`config.mk`:
```
export PLATFORM = sky130hd
export DESIGN_NAME = grouper_pass_scheduler
export DESIGN_NICKNAME = d
export VERILOG_FILES = /design/src/rtl/grouper_pkg.sv /design/src/rtl/pass_watchdog.sv /design/src/rtl/grouper_pass_scheduler.sv
export SDC_FILE = /design/constraint.sdc
export NUM_CORES = 1
export LEC_CHECK = 0
export CAP_MARGIN = 20
export CORE_UTILIZATION = 50
export CTS_CLUSTER_DIAMETER = 80
export DETAILED_ROUTE_END_ITERATION = 6
export PLACE_DENSITY = 0.72
export REMOVE_ABC_BUFFERS = 1
export SYNTH_ARGS = -nofsm -noshare
export SYNTH_HDL_FRONTEND = slang
export SYNTH_HIERARCHICAL = 1
export SYNTH_SLANG_ARGS = --single-unit
export TNS_END_PERCENT = 10
```
`constraint.sdc`:
```
create_clock -name clk -period 5.83 [get_ports clk]
set_clock_uncertainty 0.2 [all_clocks]
set_input_delay 1.166 -clock clk [delete_from_list [all_inputs] [get_ports clk]]
set_output_delay 1.166 -clock clk [all_outputs]
set_load 0.05 [all_outputs]
```
`src/rtl/grouper_pkg.sv`:
```
// Shared types and default widths for the grouper pass scheduler and its watchdog.
package grouper_pkg;

   localparam int PASS_WIDTH_DEF    = 8;
   localparam int TIMEOUT_WIDTH_DEF = 16;

   typedef enum logic [2:0] {
      IDLE,
      CLEAR,
      LAUNCH,
      WAIT,
      EVAL,
      FINISH
   } sched_state_t;

endpackage

```
`src/rtl/pass_watchdog.sv`:
```
// Per-pass hang detector: counts while enabled, parks at the terminal value instead of wrapping.
module pass_watchdog
   import grouper_pkg::*;
#(
   parameter int TIMEOUT_WIDTH  = TIMEOUT_WIDTH_DEF,
   parameter int TIMEOUT_CYCLES = 4096
) (
   input  logic clk,
   input  logic rst,
   input  logic clear,
   input  logic en,
   output logic expired
);

   localparam logic [TIMEOUT_WIDTH-1:0] TERM = TIMEOUT_WIDTH'(TIMEOUT_CYCLES - 1);

   logic [TIMEOUT_WIDTH-1:0] cnt_q, cnt_d;

   always_comb begin
      cnt_d = cnt_q;
      if (clear)
         cnt_d = '0;
      else if (en && (cnt_q != TERM))
         cnt_d = cnt_q + 1'b1;
   end

   always_ff @(posedge clk) begin
      if (rst)
         cnt_q <= '0;
      else
         cnt_q <= cnt_d;
   end

   assign expired = (cnt_q == TERM);

endmodule

```
`src/rtl/grouper_pass_scheduler.sv`:
```
// Runs grouper passes over ping-pong token banks until a pass makes no merge,
// the pass budget is used up, or a pass hangs.
module grouper_pass_scheduler
   import grouper_pkg::*;
#(
   parameter int PASS_WIDTH     = PASS_WIDTH_DEF,
   parameter int TIMEOUT_WIDTH  = TIMEOUT_WIDTH_DEF,
   parameter int TIMEOUT_CYCLES = 4096,
   parameter int CLEAR_CYCLES   = 2
) (
   input  logic                  clk,
   input  logic                  rst,
   input  logic                  start,
   input  logic                  abort,
   input  logic [PASS_WIDTH-1:0] max_passes,
   input  logic                  grouper_done,
   input  logic                  grouper_merged,
   output logic                  grouper_cs,
   output logic                  grouper_rst,
   output logic                  buf_sel,
   output logic [PASS_WIDTH-1:0] pass_count,
   output logic                  busy,
   output logic                  done,
   output logic                  converged,
   output logic                  timeout_err
);

   localparam int                CLR_W    = $clog2(CLEAR_CYCLES + 1);
   localparam logic [CLR_W-1:0]  CLR_LAST = CLR_W'(CLEAR_CYCLES - 1);

   sched_state_t          state_q;
   logic [PASS_WIDTH-1:0] budget_q;
   logic [CLR_W-1:0]      clr_cnt_q;
   logic                  merged_q;
   logic                  cs_q, grst_q, bsel_q, busy_q, done_q, conv_q, tmo_q;
   logic [PASS_WIDTH-1:0] pc_q, pc_d;
   logic                  wd_clear, wd_en, wd_expired;

   function automatic logic [PASS_WIDTH-1:0] sat_inc(input logic [PASS_WIDTH-1:0] v);
      return (&v) ? v : v + 1'b1;
   endfunction

   assign pc_d = sat_inc(pc_q);

   // Watchdog is zeroed during CLEAR and counts from the launch cycle, so it
   // expires TIMEOUT_CYCLES cycles after the cs pulse.
   assign wd_en    = (state_q == LAUNCH) || (state_q == WAIT);
   assign wd_clear = !wd_en;

   pass_watchdog #(
      .TIMEOUT_WIDTH (TIMEOUT_WIDTH),
      .TIMEOUT_CYCLES(TIMEOUT_CYCLES)
   ) u_watchdog (
      .clk    (clk),
      .rst    (rst),
      .clear  (wd_clear),
      .en     (wd_en),
      .expired(wd_expired)
   );

   always_ff @(posedge clk) begin
      if (rst) begin
         state_q   <= IDLE;
         clr_cnt_q <= '0;
         cs_q      <= 1'b0;
         grst_q    <= 1'b1;
         bsel_q    <= 1'b0;
         pc_q      <= '0;
         busy_q    <= 1'b0;
         done_q    <= 1'b0;
         conv_q    <= 1'b0;
         tmo_q     <= 1'b0;
      end else begin
         cs_q   <= 1'b0;
         done_q <= 1'b0;
         if (abort && (state_q != IDLE)) begin
            state_q <= IDLE;
            grst_q  <= 1'b1;
            busy_q  <= 1'b0;
         end else begin
            case (state_q)
               IDLE: begin
                  if (start) begin
                     budget_q  <= max_passes;
                     pc_q      <= '0;
                     conv_q    <= 1'b0;
                     tmo_q     <= 1'b0;
                     bsel_q    <= 1'b0;
                     busy_q    <= 1'b1;
                     clr_cnt_q <= '0;
                     state_q   <= (max_passes != '0) ? CLEAR : FINISH;
                  end
               end
               CLEAR: begin
                  if (clr_cnt_q == CLR_LAST) begin
                     state_q <= LAUNCH;
                     cs_q    <= 1'b1;
                     grst_q  <= 1'b0;
                  end else begin
                     clr_cnt_q <= clr_cnt_q + 1'b1;
                  end
               end
               LAUNCH: state_q <= WAIT;
               WAIT: begin
                  if (grouper_done) begin
                     merged_q <= grouper_merged;
                     state_q  <= EVAL;
                  end else if (wd_expired) begin
                     tmo_q   <= 1'b1;
                     grst_q  <= 1'b1;
                     state_q <= FINISH;
                  end
               end
               EVAL: begin
                  pc_q      <= pc_d;
                  clr_cnt_q <= '0;
                  grst_q    <= 1'b1;
                  // A merge-free pass leaves its result in the input bank, so no toggle.
                  if (!merged_q) begin
                     conv_q  <= 1'b1;
                     state_q <= FINISH;
                  end else begin
                     bsel_q  <= ~bsel_q;
                     state_q <= (pc_d == budget_q) ? FINISH : CLEAR;
                  end
               end
               FINISH: begin
                  done_q  <= 1'b1;
                  busy_q  <= 1'b0;
                  grst_q  <= 1'b1;
                  state_q <= IDLE;
               end
               default: state_q <= IDLE;
            endcase
         end
      end
   end

   assign grouper_cs  = cs_q;
   assign grouper_rst = grst_q;
   assign buf_sel     = bsel_q;
   assign pass_count  = pc_q;
   assign busy        = busy_q;
   assign done        = done_q;
   assign converged   = conv_q;
   assign timeout_err = tmo_q;

endmodule

```
==> flow_metrics.env <==
export IMPL_irDropWorstVdd_mv=0.141
export IMPL_num_io_pins=29
export IMPL_avgSynthCellArea_sq_um=8.75
export IMPL_setup_viol=0
export IMPL_fin_crit_ps=3100
export IMPL_synthArstFlopShare=0
export IMPL_final_cells=378
export IMPL_wl_met1_um=2510
export IMPL_hp_class="flip-flop to flip-flop"
export IMPL_maxCapViolCount=0
export IMPL_ant_nets=0
export IMPL_max_freq_ghz=0.322
export IMPL_multi_input_area_sq_um=1410
export IMPL_cts_root_buf="clkbuf_8"
export IMPL_post_cts_resized=0
export IMPL_fillCellCount=430
export IMPL_yosys_register_bits=45
export IMPL_clk_latency_ps=300
export IMPL_wl_met2_um=2610
export IMPL_synth_simple_gate_area_share=0.295
export IMPL_cp_top_family="buffers and inverters"
export IMPL_synth_edf_count=9
export IMPL_grt_max_degree=19
export IMPL_core_sq_um=4790
export IMPL_post_cts_buffers=0
export IMPL_synth_compound_area_frac=0.199
export IMPL_outcome="finished clean"
export IMPL_viasPerCell=5.85
export IMPL_cts_max_level=2
export IMPL_grt_pass1_vias=1975
export IMPL_yosys_warnings=6
export IMPL_finalSetupTns_ps=0
export IMPL_crit_type="flip-flop to output port"
export IMPL_row_count=25
export IMPL_dp_cells=369
export IMPL_antenna_found_initial=0
export IMPL_cts_buffers=5
export IMPL_dr_pass1_iters=4
export IMPL_synth_adder_area_share=0.0150
export IMPL_synthCells=287
export IMPL_routedWlPerCell_um=14.1
export IMPL_path_cells="clkdlybuf4s50_1"
export IMPL_cts_tree="done"
export IMPL_cp_max_fo=9
export IMPL_final_nets=327
export IMPL_max_stage_delay_ps=880
export IMPL_ff_latch_area_sq_um=991
export IMPL_drive_gt1_frac=0.0772
export IMPL_dr_total_vias=2213
export IMPL_seq_area_frac_synth=0.395
export IMPL_hpwlAfterDp_um=3760
export IMPL_synth_xor_area_frac=0.0314
export IMPL_diodes=0
export IMPL_cpMaxStageDelayCell="clkdlybuf4s50_1"
export IMPL_end_kind="output port"
export IMPL_maxSlewHeadroom=0.352
export IMPL_cp_start_kind="flip-flop"
export IMPL_overflow=0
export IMPL_synth_top_family_by_area="simple AND/OR/NAND/NOR gates"
export IMPL_synth_mux_area_frac=0.0204
export IMPL_met3WireLength_um=153
export IMPL_ctsHoldBuffers=0
export IMPL_finalHoldViolCount=0
export IMPL_syn_to_final_growth_pct=15.3
export IMPL_top_layer="met4"
export IMPL_clock_path_buffers=2
export IMPL_arrival_ps=1740
export IMPL_power_density_nw_per_um2=198
export IMPL_leakagePower_nw=0.938
export IMPL_post_route_drc_count=0
export IMPL_clk_pin_slew_ps=80
export IMPL_grt_pass1_wl_um=9180
export IMPL_path_buf_inv=1
export IMPL_slew_viol_final=0
export IMPL_clock_sinks=45
export IMPL_grt_total_usage=0.225
export IMPL_ys_types=62
export IMPL_die_w_um=72.9
export IMPL_port_buffers=28
export IMPL_routed_wl_um=5340
export IMPL_rsz0062_at_grt="no"
export IMPL_ys_flop_type="dfxtp_1"
export IMPL_min_period_over_period=0.532
export IMPL_die_y_um=72.9
export IMPL_die_area_sq_um=5310
export IMPL_required_ps=4460
export IMPL_synthesis_area_sq_um=2510
export IMPL_start_util=0.524
export IMPL_place_congestion=0.834
export IMPL_drt_iter0_markers=158
export IMPL_worst_pin_slew_ps=964
[per-layer routing]
layer / vias to the layer above / global-route usage
met1: 1048 / 0.292
met2: 42 / 0.363
li1: 1117 / -
met5: - / 0
met4: 0 / 0.0871
met3: 6 / 0.0511
[metrics by stage]
step                      power [mW]  worst slack (ps)  utilization  hold WS, ps  instance area [sq um]
after global routing           0.594              2650        0.605          307                   2890
after floorplan                0.361              3290            -          258                   2430
after global placement         0.381              2470        0.584          267                   2800
after CTS                      0.577              2660        0.603          292                   2890
after detailed placement       0.382              2350        0.584          280                   2800
final                          0.572              2730        0.605          290                   2890
[worst paths after layout]
path	from	endpoint	slack [ps]	cells past startpoint
worst max-delay path	pass_count[0]	pass_count[0]	2730	1
worst min register to register	u_watchdog/cnt_q[15]	u_watchdog/cnt_q[15]	290	2
worst max register to register	u_watchdog/cnt_q[0]	state_q[2]	3180	7
worst min-delay path	u_watchdog/cnt_q[15]	u_watchdog/cnt_q[15]	290	2
[logic make-up (layout without fill, tap and decap cells)]
group,count (synthesis),count (layout)
simple gates,124,124
compound gates,79,79
flops,45,45
buf+inv,22,46
xor+xnor,9,9
mux,5,5
fa+ha+maj,3,3
[Yosys cell counts (5+ instances only)]
master	instances	share of area
a21oi_1	33	0.066
and3_1	8	0.020
buf_2	5	0.010
dfxtp_1	36	0.29
edfxtp_1	9	0.11
inv_1	9	0.013
nand2_1	17	0.025
nand2b_1	6	0.015
nand3_1	10	0.020
nor2_1	21	0.031
nor3_1	12	0.024
o21ai_0	16	0.032
o31ai_1	8	0.024
or3_1	6	0.015
or4_1	7	0.021
xnor2_1	5	0.017
[registers in the layout (all words and copies together), names as in the netlist, 2 cells and up]
register	flops
budget_q	8
u_watchdog/cnt_q	16
clr_cnt_q	2
pass_count	8
state_q	3
[final cells by class]
cell class | instances | share of cell area
inverter | 9 | 0.0117
tap | 67 | 0.0290
clock buffer | 8 | 0.0311
timing repair buffer | 29 | 0.0994
sequential | 45 | 0.342
multi-input combinational | 220 | 0.486
[power by group]
| part | internal (mW) | leakage [nW] | switching (mW) | total, mW |
|---|---|---|---|---|
| Sequential | 0.323 | 0.374 | 0.00562 | 0.328 |
| Combinational | 0.0209 | 0.519 | 0.0258 | 0.0467 |
| Clock | 0.0967 | 0.0455 | 0.100 | 0.197 |
| Total | 0.440 | 0.938 | 0.131 | 0.572 |
[cells in the final DEF, fill, tap and decap left out, drive strengths merged, types with 3 or more instances in the layout]
cell type,instances
nand3,11
nand2,19
clkdlybuf4s50,28
nor3,13
o41ai,3
ha,3
nor3b,3
a31oi,3
a21o,3
nand4,4
mux2i,4
inv,9
a21oi,33
nand2b,6
xnor2,5
nor4,5
or4,8
o31ai,8
xor2,4
o21ai,17
nor2,22
edfxtp,9
or3,7
and4,5
and3,8
nand4b,3
clkbuf,9
dfxtp,36
nand3b,3
No activity file was read; power rests on OpenSTA's default activity.
